### src/rtl/replica_pkg.sv
// Shared types for the accelerator host-side command master: command/response
// records, op codes, AXI response codes and the master FSM state encoding.
package replica_pkg;

   typedef enum logic [1:0] {
      OP_WRITE = 2'd0,
      OP_READ  = 2'd1,
      OP_POLL  = 2'd2,
      OP_RSVD  = 2'd3
   } axi_cmd_op_t;

   typedef struct packed {
      axi_cmd_op_t op;
      logic [31:0] addr;
      logic [63:0] wdata;
      logic [7:0]  wstrb;
   } axi_cmd_t;

   typedef struct packed {
      axi_cmd_op_t op;
      logic [63:0] data;
      logic [1:0]  resp;
   } axi_rsp_t;

   localparam logic [1:0] AXI_RESP_OKAY   = 2'b00;
   localparam logic [1:0] AXI_RESP_SLVERR = 2'b10;

   typedef enum logic [2:0] {
      ST_IDLE,
      ST_WR,
      ST_WR_B,
      ST_RD_A,
      ST_RD_R,
      ST_POLL_WAIT,
      ST_RSP
   } axi_mst_state_t;

endpackage

### src/rtl/axi_cmd_fifo.sv
// Command FIFO for axi_cmd_master. Pointers carry one wrap bit so full/empty
// need no separate counter; a push while full is refused even if a pop happens.
module axi_cmd_fifo
   import replica_pkg::*;
#(
   parameter int DEPTH = 4
) (
   input  logic     clk_sys,
   input  logic     rst_b,
   input  logic     push,
   input  axi_cmd_t push_data,
   input  logic     pop,
   output axi_cmd_t pop_data,
   output logic     full,
   output logic     empty
);

   localparam int AW = $clog2(DEPTH);

   axi_cmd_t    mem_q [DEPTH];
   logic [AW:0] wr_ptr_q, wr_ptr_d;
   logic [AW:0] rd_ptr_q, rd_ptr_d;
   logic        do_push, do_pop;

   assign full     = (wr_ptr_q[AW] != rd_ptr_q[AW]) && (wr_ptr_q[AW-1:0] == rd_ptr_q[AW-1:0]);
   assign empty    = (wr_ptr_q == rd_ptr_q);
   assign do_push  = push && !full;
   assign do_pop   = pop && !empty;
   assign pop_data = mem_q[rd_ptr_q[AW-1:0]];

   always_comb begin
      wr_ptr_d = wr_ptr_q;
      rd_ptr_d = rd_ptr_q;
      if (do_push) wr_ptr_d = wr_ptr_q + (AW+1)'(1);
      if (do_pop)  rd_ptr_d = rd_ptr_q + (AW+1)'(1);
   end

   always_ff @(posedge clk_sys or negedge rst_b) begin
      if (!rst_b) begin
         wr_ptr_q <= '0;
         rd_ptr_q <= '0;
      end else begin
         wr_ptr_q <= wr_ptr_d;
         rd_ptr_q <= rd_ptr_d;
      end
   end

   // storage needs no reset: stale entries are unreachable once pointers clear
   always_ff @(posedge clk_sys) begin
      if (do_push) mem_q[wr_ptr_q[AW-1:0]] <= push_data;
   end

endmodule

### src/rtl/axi_cmd_master.sv
// Single-outstanding AXI4-Lite-style initiator executing queued write/read/poll
// commands. Optional macro AXI_MASTER_POLL_EN builds the polling engine.
//
// state        | meaning
// IDLE         | pop next command, then dispatch it one cycle later
// WR           | AWVALID/WVALID up, each dropped on its own handshake
// WR_B         | BREADY up, waiting for write response
// RD_A         | ARVALID up, waiting for ARREADY
// RD_R         | RREADY up, waiting for read data
// POLL_WAIT    | idle gap between poll reads (poll build only)
// RSP          | rsp_valid up until consumed
module axi_cmd_master
   import replica_pkg::*;
#(
   parameter int CMD_DEPTH     = 4,
   parameter int POLL_INTERVAL = 16,
   parameter int POLL_MAX      = 1024
) (
   input  logic        M_AXI_ACLK,
   input  logic        M_AXI_ARESETN,
   input  logic        cmd_valid,
   output logic        cmd_ready,
   input  axi_cmd_op_t cmd_op,
   input  logic [31:0] cmd_addr,
   input  logic [63:0] cmd_wdata,
   input  logic [7:0]  cmd_wstrb,
   output logic        rsp_valid,
   input  logic        rsp_ready,
   output axi_cmd_op_t rsp_op,
   output logic [63:0] rsp_data,
   output logic [1:0]  rsp_resp,
   output logic        busy,
   output logic [7:0]  err_cnt,
   output logic        M_AXI_AWVALID,
   input  logic        M_AXI_AWREADY,
   output logic [31:0] M_AXI_AWADDR,
   output logic        M_AXI_WVALID,
   input  logic        M_AXI_WREADY,
   output logic [63:0] M_AXI_WDATA,
   output logic [7:0]  M_AXI_WSTRB,
   input  logic        M_AXI_BVALID,
   output logic        M_AXI_BREADY,
   input  logic [1:0]  M_AXI_BRESP,
   output logic        M_AXI_ARVALID,
   input  logic        M_AXI_ARREADY,
   output logic [31:0] M_AXI_ARADDR,
   input  logic        M_AXI_RVALID,
   output logic        M_AXI_RREADY,
   input  logic [63:0] M_AXI_RDATA,
   input  logic [1:0]  M_AXI_RRESP
);

   axi_mst_state_t state_q, state_d;
   axi_cmd_t       cmd_q, cmd_d, fifo_rd;
   logic           cmd_vld_q, cmd_vld_d;
   logic           aw_done_q, aw_done_d, w_done_q, w_done_d;
   logic [63:0]    rsp_data_q, rsp_data_d;
   logic [1:0]     rsp_resp_q, rsp_resp_d;
   logic [7:0]     err_cnt_q, err_cnt_d;
   logic           init_q;
   logic           fifo_full, fifo_empty, fifo_pop;

`ifdef AXI_MASTER_POLL_EN
   localparam int PMW = $clog2(POLL_MAX + 1);
   localparam int PIW = $clog2(POLL_INTERVAL + 1);
   logic [PMW-1:0] poll_left_q, poll_left_d;
   logic [PIW-1:0] wait_q, wait_d;
`endif

   axi_cmd_fifo #(.DEPTH(CMD_DEPTH)) u_fifo (
      .clk_sys   (M_AXI_ACLK),
      .rst_b     (M_AXI_ARESETN),
      .push      (cmd_valid && cmd_ready),
      .push_data ('{op: cmd_op, addr: cmd_addr, wdata: cmd_wdata, wstrb: cmd_wstrb}),
      .pop       (fifo_pop),
      .pop_data  (fifo_rd),
      .full      (fifo_full),
      .empty     (fifo_empty)
   );

   always_comb begin
      state_d    = state_q;
      cmd_d      = cmd_q;
      cmd_vld_d  = cmd_vld_q;
      aw_done_d  = aw_done_q;
      w_done_d   = w_done_q;
      rsp_data_d = rsp_data_q;
      rsp_resp_d = rsp_resp_q;
      err_cnt_d  = err_cnt_q;
      fifo_pop   = 1'b0;
`ifdef AXI_MASTER_POLL_EN
      poll_left_d = poll_left_q;
      wait_d      = wait_q;
`endif
      case (state_q)
         ST_IDLE: begin
            if (cmd_vld_q) begin
               cmd_vld_d = 1'b0;
               aw_done_d = 1'b0;
               w_done_d  = 1'b0;
               case (cmd_q.op)
                  OP_WRITE: state_d = ST_WR;
                  OP_READ:  state_d = ST_RD_A;
`ifdef AXI_MASTER_POLL_EN
                  OP_POLL: begin
                     state_d     = ST_RD_A;
                     poll_left_d = PMW'(POLL_MAX);
                  end
`endif
                  default: begin
                     rsp_data_d = '0;
                     rsp_resp_d = AXI_RESP_SLVERR;
                     state_d    = ST_RSP;
                  end
               endcase
            end else if (!fifo_empty) begin
               fifo_pop  = 1'b1;
               cmd_d     = fifo_rd;
               cmd_vld_d = 1'b1;
            end
         end
         ST_WR: begin
            aw_done_d = aw_done_q | M_AXI_AWREADY;
            w_done_d  = w_done_q | M_AXI_WREADY;
            if (aw_done_d && w_done_d) state_d = ST_WR_B;
         end
         ST_WR_B: begin
            if (M_AXI_BVALID) begin
               rsp_data_d = '0;
               rsp_resp_d = M_AXI_BRESP;
               state_d    = ST_RSP;
            end
         end
         ST_RD_A: begin
            if (M_AXI_ARREADY) state_d = ST_RD_R;
         end
         ST_RD_R: begin
            if (M_AXI_RVALID) begin
               rsp_data_d = M_AXI_RDATA;
               rsp_resp_d = M_AXI_RRESP;
               state_d    = ST_RSP;
`ifdef AXI_MASTER_POLL_EN
               // an error response or a cleared masked field ends the poll
               if (cmd_q.op == OP_POLL && M_AXI_RRESP == AXI_RESP_OKAY &&
                   (M_AXI_RDATA & cmd_q.wdata) != '0) begin
                  if (poll_left_q == PMW'(1)) begin
                     rsp_resp_d = AXI_RESP_SLVERR;
                  end else begin
                     poll_left_d = poll_left_q - PMW'(1);
                     wait_d      = PIW'(POLL_INTERVAL);
                     state_d     = ST_POLL_WAIT;
                  end
               end
`endif
            end
         end
`ifdef AXI_MASTER_POLL_EN
         ST_POLL_WAIT: begin
            if (wait_q == PIW'(1)) state_d = ST_RD_A;
            else                   wait_d  = wait_q - PIW'(1);
         end
`endif
         ST_RSP: begin
            if (rsp_ready) state_d = ST_IDLE;
         end
         default: state_d = ST_IDLE;
      endcase

      if (state_d == ST_RSP && state_q != ST_RSP &&
          rsp_resp_d != AXI_RESP_OKAY && err_cnt_q != 8'hFF)
         err_cnt_d = err_cnt_q + 8'd1;
   end

   always_ff @(posedge M_AXI_ACLK or negedge M_AXI_ARESETN) begin
      if (!M_AXI_ARESETN) begin
         state_q    <= ST_IDLE;
         cmd_q      <= '0;
         cmd_vld_q  <= 1'b0;
         aw_done_q  <= 1'b0;
         w_done_q   <= 1'b0;
         rsp_data_q <= '0;
         rsp_resp_q <= AXI_RESP_OKAY;
         err_cnt_q  <= '0;
         init_q     <= 1'b0;
      end else begin
         state_q    <= state_d;
         cmd_q      <= cmd_d;
         cmd_vld_q  <= cmd_vld_d;
         aw_done_q  <= aw_done_d;
         w_done_q   <= w_done_d;
         rsp_data_q <= rsp_data_d;
         rsp_resp_q <= rsp_resp_d;
         err_cnt_q  <= err_cnt_d;
         init_q     <= 1'b1;
      end
   end

`ifdef AXI_MASTER_POLL_EN
   always_ff @(posedge M_AXI_ACLK or negedge M_AXI_ARESETN) begin
      if (!M_AXI_ARESETN) begin
         poll_left_q <= '0;
         wait_q      <= '0;
      end else begin
         poll_left_q <= poll_left_d;
         wait_q      <= wait_d;
      end
   end
`endif

   // init_q keeps cmd_ready low through reset and the first clock after it
   assign cmd_ready     = init_q && !fifo_full;
   assign busy          = (state_q != ST_IDLE) || cmd_vld_q || !fifo_empty;
   assign rsp_valid     = (state_q == ST_RSP);
   assign rsp_op        = cmd_q.op;
   assign rsp_data      = rsp_data_q;
   assign rsp_resp      = rsp_resp_q;
   assign err_cnt       = err_cnt_q;

   assign M_AXI_AWVALID = (state_q == ST_WR) && !aw_done_q;
   assign M_AXI_WVALID  = (state_q == ST_WR) && !w_done_q;
   assign M_AXI_AWADDR  = cmd_q.addr;
   assign M_AXI_WDATA   = cmd_q.wdata;
   assign M_AXI_WSTRB   = cmd_q.wstrb;
   assign M_AXI_BREADY  = (state_q == ST_WR_B);
   assign M_AXI_ARVALID = (state_q == ST_RD_A);
   assign M_AXI_ARADDR  = cmd_q.addr;
   assign M_AXI_RREADY  = (state_q == ST_RD_R);

endmodule

### config.mk
export PLATFORM = sky130hd
export DESIGN_NAME = axi_cmd_master
export DESIGN_NICKNAME = d
export VERILOG_FILES = /design/src/rtl/replica_pkg.sv /design/src/rtl/axi_cmd_fifo.sv /design/src/rtl/axi_cmd_master.sv
export SDC_FILE = /design/constraint.sdc
export NUM_CORES = 1
export LEC_CHECK = 0
export ABC_AREA = 1
export CAP_MARGIN = 25
export CORE_AREA = 10 10 274 276
export DETAILED_ROUTE_END_ITERATION = 7
export DIE_AREA = 0 0 284 286
export PLACE_DENSITY = 0.64
export SKIP_LAST_GASP = 1
export SLEW_MARGIN = 20
export SYNTH_ARGS = -nofsm -noshare
export SYNTH_HDL_FRONTEND = slang
export SYNTH_SLANG_ARGS = --single-unit
### constraint.sdc
create_clock -name M_AXI_ACLK -period 6.65 [get_ports M_AXI_ACLK]
set_input_delay 1.33 -clock M_AXI_ACLK [delete_from_list [all_inputs] [get_ports M_AXI_ACLK]]
set_output_delay 1.33 -clock M_AXI_ACLK [all_outputs]
set_load 0.02 [all_outputs]
==> results.toml <==
[worst_setup_path]
slowest_delay_ns = 0.64
arrival_ns = 3.02
path_class = "register to output port"
cp-end-kind = "output port"
cp_max_fo = 54
cpMaxStageDelayCell = "buf_4"
crit_chain = "nor2_2 > nand2_1 > nor2_4 > buf_4 > nand3_1 > clkdlybuf4s50_1"
r2r_cells = 7
crit_required_ns = 5.32
startpoint_type = "register"

[logic_synthesis]
ys_seq_elements = 617
avgSynthCellArea_um2 = 12.0
ys_seq_area_share_pct = 73.0
synth_cell_types = 29
synth_warnings = 0
synth.net_count = 2198
yosys.area.top_type = "edfxtp_1"
synthesis.area_um2 = 24100
synth_area_leaders = "edfxtp_1 (53%), dfrtp_1 (20%), nand2_1 (5.2%)"
synth_top_area_share_pct = 52.9
postSynthCellCount = 2009

[run]
maxCapViolations = 0

[timing]
rsz0062_at_grt = "no"
fin_crit_sh_pct = 65.4
skew_ns = 0.0322
finalMaxSlewViolations = 0
tns_ns = 0
setup_viol = 0
worst_slew_pin_slew_ns = 1.01
hold_viol_final = 0
max_slew_margin_pct = 32.6
max_freq_ghz = 0.230
period_minus_slack_ns = 4.35

[placed_design]
routabilityCongestion = 0.845
hpwlAfterDp_um = 40000
portBuffers = 402

[clocking]
cts_num_sinks = 617
root_buffer = "clkbuf_16"
htreeDepth = 3
cts_tree = "built"
worstSkewPairLatency_ns = 0.62
path_clk_slew_ns = 0.06
cts-buffers-inserted = 70
clk_path_buf_depth = 3
post_cts_buffers = 0
ctsResizeCount = 0
holdBufCountCts = 0

[die]
die_width_um = 284
pin_count = 403
design.core.area_um2 = 69500
die_h_um = 286
rows = 97
dieArea_um2 = 81200
initial_utilization_pct = 34.6

[drt]
via_per_inst = 4.98
first_pass_iters = 5
drtIter0Drc = 1059
wirelength_um = 67500
dr_total_vias = 16600
postRouteAntennaNets = 0
post_drt_wl_per_cell_um = 20.2
drc = 0

[grt]
grt_max_degree = 137
grt_pass1_wl_um = 103000
grt_usage_pct = 16.2
antenna_found_initial = 14
grt_overflow = 0
grt_pass1_vias = 17300

[final_layout]
drive_gt1_share_pct = 6.39
fin_nets = 2527
area_growth_pct = 29.3
fillerInstances = 6222
multi_input_comb_area_um2 = 5570
seqCellArea_um2 = 17600

[worst_hold_path]
hold_class = "register to register"
hold_depth = 2

[pwr]
powerDensity_nw_per_um2 = 474
p_leak_uw = 0.0118
power_uw = 14700
ir_drop_mv = 0.237

[status]
status = "completed"
-- cells in the mapped netlist, drive strengths merged --
cell type / n
edfxtp: 424
nand2: 339
o21ai: 281
nor2: 247
dfrtp: 193
nand3: 187
o22ai: 108
clkbuf: 83
buf: 81
inv: 36
xor2: 9
a21oi: 8
ha: 6
nand4: 2
xnor2: 2
conb: 1
nor3: 1
nor3b: 1
-- critical path: cells and delay by family (launching register included) --
kind	cells	cell delay, ns
flip-flops	1	0.52
AND/OR/NAND/NOR	4	0.62
buffers and inverters	2	1.26
-- kinds of logic (layout without fill, tap and decap cells) --
logic type | after synthesis | in the layout | share of synthesized area [%]
DFF | 617 | 617 | 73.0
and+or+nand+nor | 777 | 777 | 13.4
buffers and inverters | 200 | 587 | 4.05
AOI/OAI and AO/OA | 397 | 397 | 8.84
other | 1 | 7 | 0.0156
adders and majority gates | 6 | 6 | 0.312
xor gates and xnor gates | 11 | 11 | 0.401
-- cell usage in the layout (no fill, tap or decap), types with 8 or more instances in the layout --
master and instances:
clkbuf_16 72, clkdlybuf4s50_1 401, o22ai_1 108, dfrtp_1 191, inv_1 32, o21ai_1 61
clkinv_2 8, nand3_1 187, buf_4 14, o21ai_0 220, xor2_1 9, clkbuf_1 17
edfxtp_1 424, nor2_4 8, nand2_1 333, nor2_1 236
-- registers in the layout (all words and copies together), names as in the netlist, 2 cells and up --
name	count
rsp_resp	2
rsp_op	2
err_cnt	8
M_AXI_ARADDR	32
rsp_data	64
M_AXI_WSTRB	8
u_fifo.wr_ptr_q	3
u_fifo.mem_q	424
u_fifo.rd_ptr_q	3
M_AXI_WDATA	64
state_q	3
-- worst paths after layout --
| path | from | slack (ns) | end |
|---|---|---|---|
| hold reg to reg | M_AXI_WDATA[42] | 0.47 | M_AXI_WDATA[42] |
| setup reg to reg | u_fifo.rd_ptr_q[1] | 2.84 | u_fifo.mem_q[1][49] |
| hold / removal | M_AXI_WDATA[42] | 0.47 | M_AXI_WDATA[42] |
| setup / recovery | state_q[0] | 2.30 | busy |
| max in group asynchronous | M_AXI_ARESETN | 4.37 | M_AXI_ARADDR[24] |
| min in group asynchronous | M_AXI_ARESETN | 0.73 | rsp_data[43] |
-- metrics by stage --
stage          util [%]  cell area [um^2]  setup WS (ns)  hold WS [ns]  cells
2_1_floorplan         -             24100         0.0520         0.466   2009
3_3_place_gp       41.2             28700           2.64         0.459   3205
3_5_place_dp       41.2             28700           2.63         0.457   3205
4_1_cts            44.6             31000           2.22         0.472   3335
5_1_grt            44.7             31100           2.08         0.489   3339
6_report           44.7             31100           2.30         0.468   3342
-- where the power goes --
group	switching (uW)	total, uW	internal (uW)
Clock	1570	3900	2330
Combinational	3560	5430	1880
Sequential	501	5400	4900
-- layer usage --
layer | track usage (%) | part of all wire [%]
met1 | 19.3 | 41
met2 | 27.4 | 49
met3 | 4.92 | 7.5
met4 | 5.61 | 2.4
met5 | 0 | 0.18
-- layout make-up --
class	instances	area share (%)
timing repair buffer	421	13.6
inverter	36	0.459
clock inverter	38	1.49
sequential	617	56.5
clock buffer	92	6.13
tap	940	3.78
multi-input combinational	1192	17.9
antenna	6	0.0483
(Power assumes the default switching activity.)
